**src/rtl/wb_counter_pkg.sv**
```systemverilog
// Shared constants for the Wishbone counter peripheral.
// Holds the register offsets, the CTRL bit positions and the register-select decode.
package wb_counter_pkg;

  localparam logic [4:0] OffCtrl     = 5'h00;
  localparam logic [4:0] OffPrescale = 5'h04;
  localparam logic [4:0] OffCount    = 5'h08;
  localparam logic [4:0] OffCompare  = 5'h0C;
  localparam logic [4:0] OffStatus   = 5'h10;
  localparam logic [4:0] OffCapture  = 5'h14;

  localparam int unsigned CtrlEnBit         = 0;
  localparam int unsigned CtrlAutoReloadBit = 1;
  localparam int unsigned CtrlIrqEnBit      = 2;
  localparam int unsigned CtrlWidth         = 3;

  // COMPARE resets to all-ones, replicated to the data width.
  localparam logic CompareRstBit = 1'b1;

  typedef enum logic [2:0] {
    RegCtrl     = 3'(OffCtrl >> 2),
    RegPrescale = 3'(OffPrescale >> 2),
    RegCount    = 3'(OffCount >> 2),
    RegCompare  = 3'(OffCompare >> 2),
    RegStatus   = 3'(OffStatus >> 2),
    RegCapture  = 3'(OffCapture >> 2),
    RegRsvd6    = 3'd6,
    RegRsvd7    = 3'd7
  } reg_sel_e;

endpackage

```
**src/rtl/wb_counter_prescaler.sv**
```systemverilog
// Prescale divider: emits a tick every (i_prescale + 1) enabled cycles.
// Held at zero while disabled; i_clr restarts the division.
module wb_counter_prescaler #(
  parameter int PRESCALE_WIDTH = 16
) (
  input  logic                      clk,
  input  logic                      rst,
  input  logic                      i_en,
  input  logic                      i_clr,
  input  logic [PRESCALE_WIDTH-1:0] i_prescale,
  output logic                      o_tick
);

  logic [PRESCALE_WIDTH-1:0] r_cnt;
  logic                      w_wrap;

  assign w_wrap = (r_cnt == i_prescale);
  assign o_tick = i_en & w_wrap;

  always_ff @(posedge clk) begin
    if (!rst) begin
      r_cnt <= '0;
    end else if (i_clr || !i_en || w_wrap) begin
      r_cnt <= '0;
    end else begin
      r_cnt <= r_cnt + PRESCALE_WIDTH'(1);
    end
  end

endmodule

```
**src/rtl/wb_counter_slave.sv**
```systemverilog
// Wishbone classic slave: prescaled up-counter with compare/match status and level IRQ.
// Define WB_COUNTER_CAPTURE_EN to add the read-only CAPTURE register at offset 0x14.
module wb_counter_slave
  import wb_counter_pkg::*;
#(
  parameter int DATA_WIDTH     = 32,
  parameter int ADDR_WIDTH     = 32,
  parameter int SELECT_WIDTH   = DATA_WIDTH / 8,
  parameter int PRESCALE_WIDTH = 16
) (
  input  logic                    clk,
  input  logic                    rst,
  input  logic [ADDR_WIDTH-1:0]   wbs_adr_i,
  input  logic [DATA_WIDTH-1:0]   wbs_dat_i,
  output logic [DATA_WIDTH-1:0]   wbs_dat_o,
  input  logic                    wbs_we_i,
  input  logic [SELECT_WIDTH-1:0] wbs_sel_i,
  input  logic                    wbs_stb_i,
  input  logic                    wbs_cyc_i,
  output logic                    wbs_ack_o,
  output logic                    wbs_err_o,
  output logic                    wbs_rty_o,
  output logic                    irq_o
);

  reg_sel_e                  w_reg;
  logic                      w_req, w_mapped, w_wr, w_tick, w_hit, w_cnt_wr, w_w1c, w_psc_clr;
  logic [DATA_WIDTH-1:0]     w_bmask, w_rdata;
  logic                      w_unused_adr;

  logic [CtrlWidth-1:0]      r_ctrl;
  logic [PRESCALE_WIDTH-1:0] r_prescale;
  logic [DATA_WIDTH-1:0]     r_count, r_compare, r_dat;
  logic                      r_match, r_ack, r_err, r_irq;

  assign w_unused_adr = ^{wbs_adr_i[ADDR_WIDTH-1:5], wbs_adr_i[1:0]};

  assign w_reg     = reg_sel_e'(wbs_adr_i[4:2]);
  assign w_req     = wbs_cyc_i & wbs_stb_i & ~r_ack & ~r_err;
  assign w_wr      = w_req & w_mapped & wbs_we_i;
  assign w_cnt_wr  = w_wr & (w_reg == RegCount);
  assign w_psc_clr = w_wr & ((w_reg == RegCtrl) | (w_reg == RegPrescale));
  // A COUNT write in a tick cycle suppresses that tick's compare.
  assign w_hit     = w_tick & ~w_cnt_wr & (r_count == r_compare);
  assign w_w1c     = w_wr & (w_reg == RegStatus) & wbs_sel_i[0] & wbs_dat_i[0];

  always_comb begin
    w_bmask = '0;
    for (int i = 0; i < SELECT_WIDTH; i++) begin
      w_bmask[8*i +: 8] = {8{wbs_sel_i[i]}};
    end
  end

  wb_counter_prescaler #(
    .PRESCALE_WIDTH(PRESCALE_WIDTH)
  ) u_prescaler (
    .clk       (clk),
    .rst       (rst),
    .i_en      (r_ctrl[CtrlEnBit]),
    .i_clr     (w_psc_clr),
    .i_prescale(r_prescale),
    .o_tick    (w_tick)
  );

`ifdef WB_COUNTER_CAPTURE_EN
  logic [DATA_WIDTH-1:0] r_capture;

  always_ff @(posedge clk) begin
    if (!rst) begin
      r_capture <= '0;
    end else if (w_hit) begin
      r_capture <= r_count;
    end
  end
`endif

  always_comb begin
    w_mapped = 1'b0;
    case (w_reg)
      RegCtrl, RegPrescale, RegCount, RegCompare, RegStatus: w_mapped = 1'b1;
`ifdef WB_COUNTER_CAPTURE_EN
      RegCapture: w_mapped = ~wbs_we_i;
`endif
      default: w_mapped = 1'b0;
    endcase
  end

  always_comb begin
    w_rdata = '0;
    case (w_reg)
      RegCtrl:     w_rdata[CtrlWidth-1:0] = r_ctrl;
      RegPrescale: w_rdata[PRESCALE_WIDTH-1:0] = r_prescale;
      RegCount:    w_rdata = r_count;
      RegCompare:  w_rdata = r_compare;
      RegStatus:   w_rdata[0] = r_match;
`ifdef WB_COUNTER_CAPTURE_EN
      RegCapture:  w_rdata = r_capture;
`endif
      default:     w_rdata = '0;
    endcase
  end

  always_ff @(posedge clk) begin
    if (!rst) begin
      r_ack      <= 1'b0;
      r_err      <= 1'b0;
      r_dat      <= '0;
      r_irq      <= 1'b0;
      r_ctrl     <= '0;
      r_prescale <= '0;
      r_count    <= '0;
      r_compare  <= {DATA_WIDTH{CompareRstBit}};
      r_match    <= 1'b0;
    end else begin
      r_ack <= w_req & w_mapped;
      r_err <= w_req & ~w_mapped;
      r_dat <= (w_req & w_mapped & ~wbs_we_i) ? w_rdata : '0;
      r_irq <= r_match & r_ctrl[CtrlIrqEnBit];

      if (w_wr && (w_reg == RegCtrl)) begin
        r_ctrl <= (r_ctrl & ~w_bmask[CtrlWidth-1:0]) | (wbs_dat_i[CtrlWidth-1:0] & w_bmask[CtrlWidth-1:0]);
      end
      if (w_wr && (w_reg == RegPrescale)) begin
        r_prescale <= (r_prescale & ~w_bmask[PRESCALE_WIDTH-1:0])
                    | (wbs_dat_i[PRESCALE_WIDTH-1:0] & w_bmask[PRESCALE_WIDTH-1:0]);
      end
      if (w_wr && (w_reg == RegCompare)) begin
        r_compare <= (r_compare & ~w_bmask) | (wbs_dat_i & w_bmask);
      end

      if (w_cnt_wr) begin
        r_count <= (r_count & ~w_bmask) | (wbs_dat_i & w_bmask);
      end else if (w_tick) begin
        r_count <= (w_hit && r_ctrl[CtrlAutoReloadBit]) ? '0 : r_count + DATA_WIDTH'(1);
      end

      // Set wins over a simultaneous W1C.
      if (w_hit) begin
        r_match <= 1'b1;
      end else if (w_w1c) begin
        r_match <= 1'b0;
      end
    end
  end

  assign wbs_dat_o = r_dat;
  assign wbs_ack_o = r_ack;
  assign wbs_err_o = r_err;
  assign wbs_rty_o = 1'b0;
  assign irq_o     = r_irq;

endmodule

```
**config.mk**
```make
export PLATFORM = sky130hd
export DESIGN_NAME = wb_counter_slave
export DESIGN_NICKNAME = d
export VERILOG_FILES = /design/src/rtl/wb_counter_pkg.sv /design/src/rtl/wb_counter_prescaler.sv /design/src/rtl/wb_counter_slave.sv
export SDC_FILE = /design/constraint.sdc
export NUM_CORES = 1
export LEC_CHECK = 0
export BUFFER_PORTS_ARGS = -buffer_cell sky130_fd_sc_hd__buf_2
export CAP_MARGIN = 30
export CELL_PAD_IN_SITES_DETAIL_PLACEMENT = 1
export CELL_PAD_IN_SITES_GLOBAL_PLACEMENT = 1
export CORE_ASPECT_RATIO = 2
export CORE_MARGIN = 2
export CORE_UTILIZATION = 46
export CTS_CLUSTER_DIAMETER = 200
export CTS_CLUSTER_SIZE = 12
export DETAILED_ROUTE_END_ITERATION = 6
export PLACE_DENSITY_LB_ADDON = 0.1
export SYNTH_ARGS = -nofsm -noshare
export SYNTH_HDL_FRONTEND = slang
export SYNTH_HIERARCHICAL = 1
export SYNTH_SLANG_ARGS = --single-unit
export TNS_END_PERCENT = 20
```
**constraint.sdc**
```tcl
create_clock -name clk -period 6.55 [get_ports clk]
set_input_delay 0.9825 -clock clk [delete_from_list [all_inputs] [get_ports clk]]
set_output_delay 0.9825 -clock clk [all_outputs]
set_load 0.02 [all_outputs]
```
### Word-level counts from Yosys, hierarchy flattened

Cells that the tools add are included.

| storage, ports and cells | value |
|---|---|
| bits in registers | 135 |
| latch bits | 0 |
| RAM bits | 0 |
| ROM bits | 0 |
| input port bits | 73 |
| output and inout bits | 36 |
| logic and storage cells | 78 |
| memories kept | 0 |

| operators by class | value |
|---|---|
| add/sub/neg operators | 2 |
| multiply operators | 0 |
| divide/modulo/power cells | 0 |
| magnitude comparators | 0 |
| eq/ne operators | 6 |
| shifts and indexed selects | 0 |
| muxes and demuxes | 10 |
| bitwise operators | 37 |
| reductions and logical operators | 13 |

Operators by type and width:

| kind | count |
|---|---|
| 32-bit bitwise AND | 3 |
| 32-bit 2-to-1 mux | 3 |
| 32-bit bitwise OR | 2 |
| 13-bit one-hot mux with 3 select lines | 1 |
| 32-bit by 1-bit adder with 32-bit output (second input constant) | 1 |
| 16-bit bitwise AND | 2 |
| 32-bit == test | 1 |
| 32-bit inverter | 1 |
| 16-bit one-hot mux with 2 select lines | 1 |
| 16-bit by 1-bit adder with 16-bit output (second input constant) | 1 |
| 1-bit bitwise AND | 16 |
| 16-bit == test | 1 |
| 16-bit inverter | 1 |
| 16-bit bitwise OR | 1 |
| 2-bit one-hot mux with 4 select lines | 1 |
| 3-bit bitwise AND | 2 |
| 3-bit by 2-bit == test with 1-bit output (second input constant) | 2 |
| 1-bit inverter | 6 |
| 1-bit one-hot mux with 5 select lines | 1 |
| 5-bit OR reduction | 1 |
| 1-bit logical AND | 4 |
| 2-bit nonzero test | 2 |
| 3-bit by 1-bit == test with 1-bit output (second input constant) | 1 |
| 3-bit == test (second input constant) | 1 |
| other kinds (9) | 12 |

### Depth between registers and ports, before layout

| depth | value |
|---|---|
| word-level depth | 13 |
| depth in mapped cells | 13 |
| depth with buffers taken out | 9 |

### By module

The synthesis kept the hierarchy.

Modules (own cells, without submodules):

| module | times used | cells an instance | area an instance (µm²) | sequential area each (µm²) |
|---|---|---|---|---|
| wb_counter_slave | 1 | 667 | 5675.4 | 2382.3 |
| wb_counter_prescaler | 1 | 99 | 974.7 | 320.3 |

### Least setup slack after synthesis

OpenSTA, ideal clock, no wires.

| timing | value |
|---|---|
| path kind | register to register |
| from | reg u_prescaler.r_cnt[10] |
| to | reg with a tool-made name |
| setup time | 0.138 ns |
| data arrival time | 2.588 ns |
| data required time | 6.412 ns |
| slack | 3.824 ns |
| stages on the path, launching flop included | 14 |
| path buffers | 4 |
| clock period less this slack | 2.726 ns |
| path through | dfxtp_1 buf_6 xnor2_2 nand4_1 nor4_4 and2_1 o31a_1 buf_6 nand2_2 or4_1 buf_4 nand2_2 buf_6 a211oi_1 |

RTL lines:

| what | line | text |
|---|---|---|
| start, declared | wb_counter_prescaler.sv:14 | `logic [PRESCALE_WIDTH-1:0] r_cnt;` |
| start signal, assigned | wb_counter_prescaler.sv:26 | `r_cnt <= r_cnt + PRESCALE_WIDTH'(1);` |

==> results by group <==
Synth
  • Sequential element share of the synthesized area: 40.6%
  • Post-synth cell types: 62
  • Syn Area/Cell: 8.68 um2
  • Synth Flop Type: dfxtp_1
  • Async SR Flop Fraction: 0%
  • Synthesis warning total: 6
  • Post-Synthesis Cells: 766
  • EDFF count, synth: 0
  • Synth Register Bits: 135
  • Post-Syn Nets: 841
  • Post-Synthesis Cell Area: 6650 um2

Hold path
  • Hold Path End: r_match$_SDFFE_PN0P_
  • Hold path depth: 2
  • Min-Delay Startpoint: r_match$_SDFFE_PN0P_
  • Hold WC Path Type: register to register

Clock tree
  • Later-pin clock latency in the skew report: 0.43 ns
  • Postcts setup bufs: 0
  • # hold bufs at CTS: 0
  • Post-cts repair resize count: 0
  • # clock sinks: 135
  • Max Root-Sink Buffers: 2
  • CTS Root Cell: clkbuf_16
  • Clk slew on worst S/H paths: 0.06 ns
  • CTS tree: built
  • H-tree Lvls: 4
  • CTS Buf Count: 17

GRT
  • First-pass GRT wire length: 35000 um
  • Initial antenna violation count: 0
  • All-Layer GR Usage: 29.9%
  • Grt ovf: 0
  • Vias in the first global route: 6424
  • Largest net degree at the start of global routing: 45

STA
  • Final Hold Viols: 0
  • Max-slew violation count: 0
  • Fmax: 270 MHz
  • Setup Total Neg Slack: 0 ns
  • Setup skew after layout: 0.0110 ns
  • Final setup violation count: 0
  • Min cycle time layout: 3.70 ns
  • Period utilization: 56.5%
  • RSZ-0062 raised after global routing: no
  • Worst Setup Slack, final: 2.85 ns
  • Least-Margin Pin Slew: 0.908 ns
  • Worst slew margin: 39.3%

Final layout
  • Area Overhead vs Synth: 15.0%
  • Commonest non-fill, non-tap cell in the layout: dfxtp_1
  • ANT cells: 0
  • Most frequent cells in the layout: dfxtp_1 (135), nand2_1 (103), nor2_1 (79), buf_2 (79), nand3_1 (57)
  • Layout cells sized above 1: 19.3%
  • Final net count: 892
  • Final core utilization: 53.6%
  • Finished Layout Cells: 1022

Setup path
  • RR Startpoint: u_prescaler/r_cnt[4]$_SDFF_PP0_
  • Critical Path Start Type: register
  • Worst Path Arrival: 3.98 ns
  • Critical Setup Path Class: register to register
  • R2R setup slack: 2.85 ns
  • Reg2reg path depth: 10
  • Crit Path Max Fanout: 20
  • Crit path required time: 6.83 ns
  • Setup crit end kind: register

Floorplanning
  • # rows: 62
  • Die width: 89.0 um
  • Starting Density: 46.6%
  • Die Height: 174 um
  • Full die area: 15500 um2
  • IO Pins: 109
  • Core Region: 14300 um2

Placement
  • Dpl ws: 2.83 ns
  • GPL Wtd Cong: 0.884
  • Placed Cells: 990
  • Buffers added on ports: 78
  • Post-DP HPWL: 16400 um

Outcome
  • Outcome: finished, final reports clean

Detailed routing
  • Iter 0 DRT Violations: 237
  • Drt total wl: 21900 um
  • Post-route ant nets: 0
  • Residual DRC count: 0
  • Total number of vias: 5956
  • WL/cell: 21.5 um
  • Via density: 5.83
  • TritonRoute pass-1 iters: 4

Flow run
  • Max-Cap Viols: 0

Pwr
  • PwrDens: 246 nW/um2
  • Power, Total: 1.88 mW
  • Peak supply drop: 0.175 mV
  • Pleak: 2.88 nW
==> synthesized netlist by cell type, types with 3 or more instances <==
library cell / instances / area (um2)
dfxtp_1: 135 / 2700
xnor2_1: 33 / 289
nor4_1: 14 / 87.6
o21ai_0: 10 / 50.1
nand2_1: 103 / 387
and3_1: 10 / 62.6
buf_2: 9 / 45.0
mux4_2: 3 / 67.6
nor2b_1: 3 / 18.8
or4_1: 3 / 22.5
buf_6: 7 / 78.8
inv_1: 4 / 15.0
a21oi_1: 17 / 85.1
nor3b_1: 4 / 30.0
a211oi_1: 17 / 128
o211ai_1: 3 / 22.5
buf_4: 3 / 22.5
and2_1: 9 / 56.3
mux2_2: 13 / 146
a31oi_1: 4 / 25.0
mux2i_1: 18 / 180
a22o_1: 3 / 26.3
nor2_1: 79 / 297
nor3_1: 17 / 85.1
nand3_1: 57 / 285
xor2_1: 46 / 403
o31ai_1: 4 / 30.0
nand4_1: 27 / 169
nor3_2: 11 / 110
a22oi_1: 29 / 218
clkbuf_1: 32 / 120
==> worst max-delay path: stages, from the launching register on <==
cell and delay (ns):
dfxtp_1 0.47, xnor2_1 0.19, nand4_1 0.27, nor4_4 0.58, and2_1 0.38, o31a_1 0.19, buf_4 0.24, nand2_2 0.08
or4_1 0.54, nand2_2 0.48, a211oi_1 0.11
==> final cells by class <==
type | instances | area [um2]
fillers | 1753 | 6630
multi-input cells | 573 | 3650
flip-flops and latches | 135 | 2700
clock buffers | 19 | 453
repair buffers | 86 | 452
well taps | 192 | 240
clock inverters | 13 | 130
inverters | 4 | 15.0
==> stage by stage <==
step | hold slack (ns) | cell area [um2]
6_report | 0.488 | 7640
5_1_grt | 0.527 | 7640
4_1_cts | 0.494 | 7640
3_5_place_dp | 0.482 | 7060
3_3_place_gp | 0.478 | 7040
2_1_floorplan | 0.453 | 6650
==> logic make-up (layout without fill, tap and decap cells) <==
logic type	count (synthesis)	after routing	share of synthesized area, %
fa+ha+maj	2	2	0.376
mux	34	34	5.93
compound gates	102	102	11.2
xor+xnor	80	80	10.6
flops	135	135	40.6
other cells	1	1	0.0564
buf+inv	58	122	4.44
simple gates	354	354	26.7
==> where the power goes <==
part	total, mW	switching, mW	internal, mW
sequential	0.830	0.00474	0.825
clock	0.956	0.380	0.576
combinational	0.0928	0.0602	0.0325
total	1.88	0.445	1.43
==> routing by layer <==
| metal | GRT usage, % | wire length [um] | vias to the layer above |
|---|---|---|---|
| li1 | - | - | 2807 |
| met1 | 30.0 | 7700 | 2943 |
| met2 | 55.3 | 12400 | 141 |
| met3 | 5.13 | 672 | 65 |
| met4 | 16.7 | 1190 | 0 |
| met5 | 0 | 0 | - |
==> how the worst max path moves through the flow <==
stage,startpoint,endpoint,slack [ns],cells after the start
after global placement,u_prescaler/r_cnt[4]$_SDFF_PP0_,register,2.42,10
after global routing,u_prescaler/r_cnt[4]$_SDFF_PP0_,register,2.58,10
after CTS,u_prescaler/r_cnt[4]$_SDFF_PP0_,register,2.78,10
final,u_prescaler/r_cnt[4]$_SDFF_PP0_,register,2.85,10
after detailed placement,u_prescaler/r_cnt[4]$_SDFF_PP0_,register,2.83,10
after floorplan,u_prescaler/r_cnt[10]$_SDFF_PP0_,register,3.82,13
No activity file was read; power rests on OpenSTA's default activity.
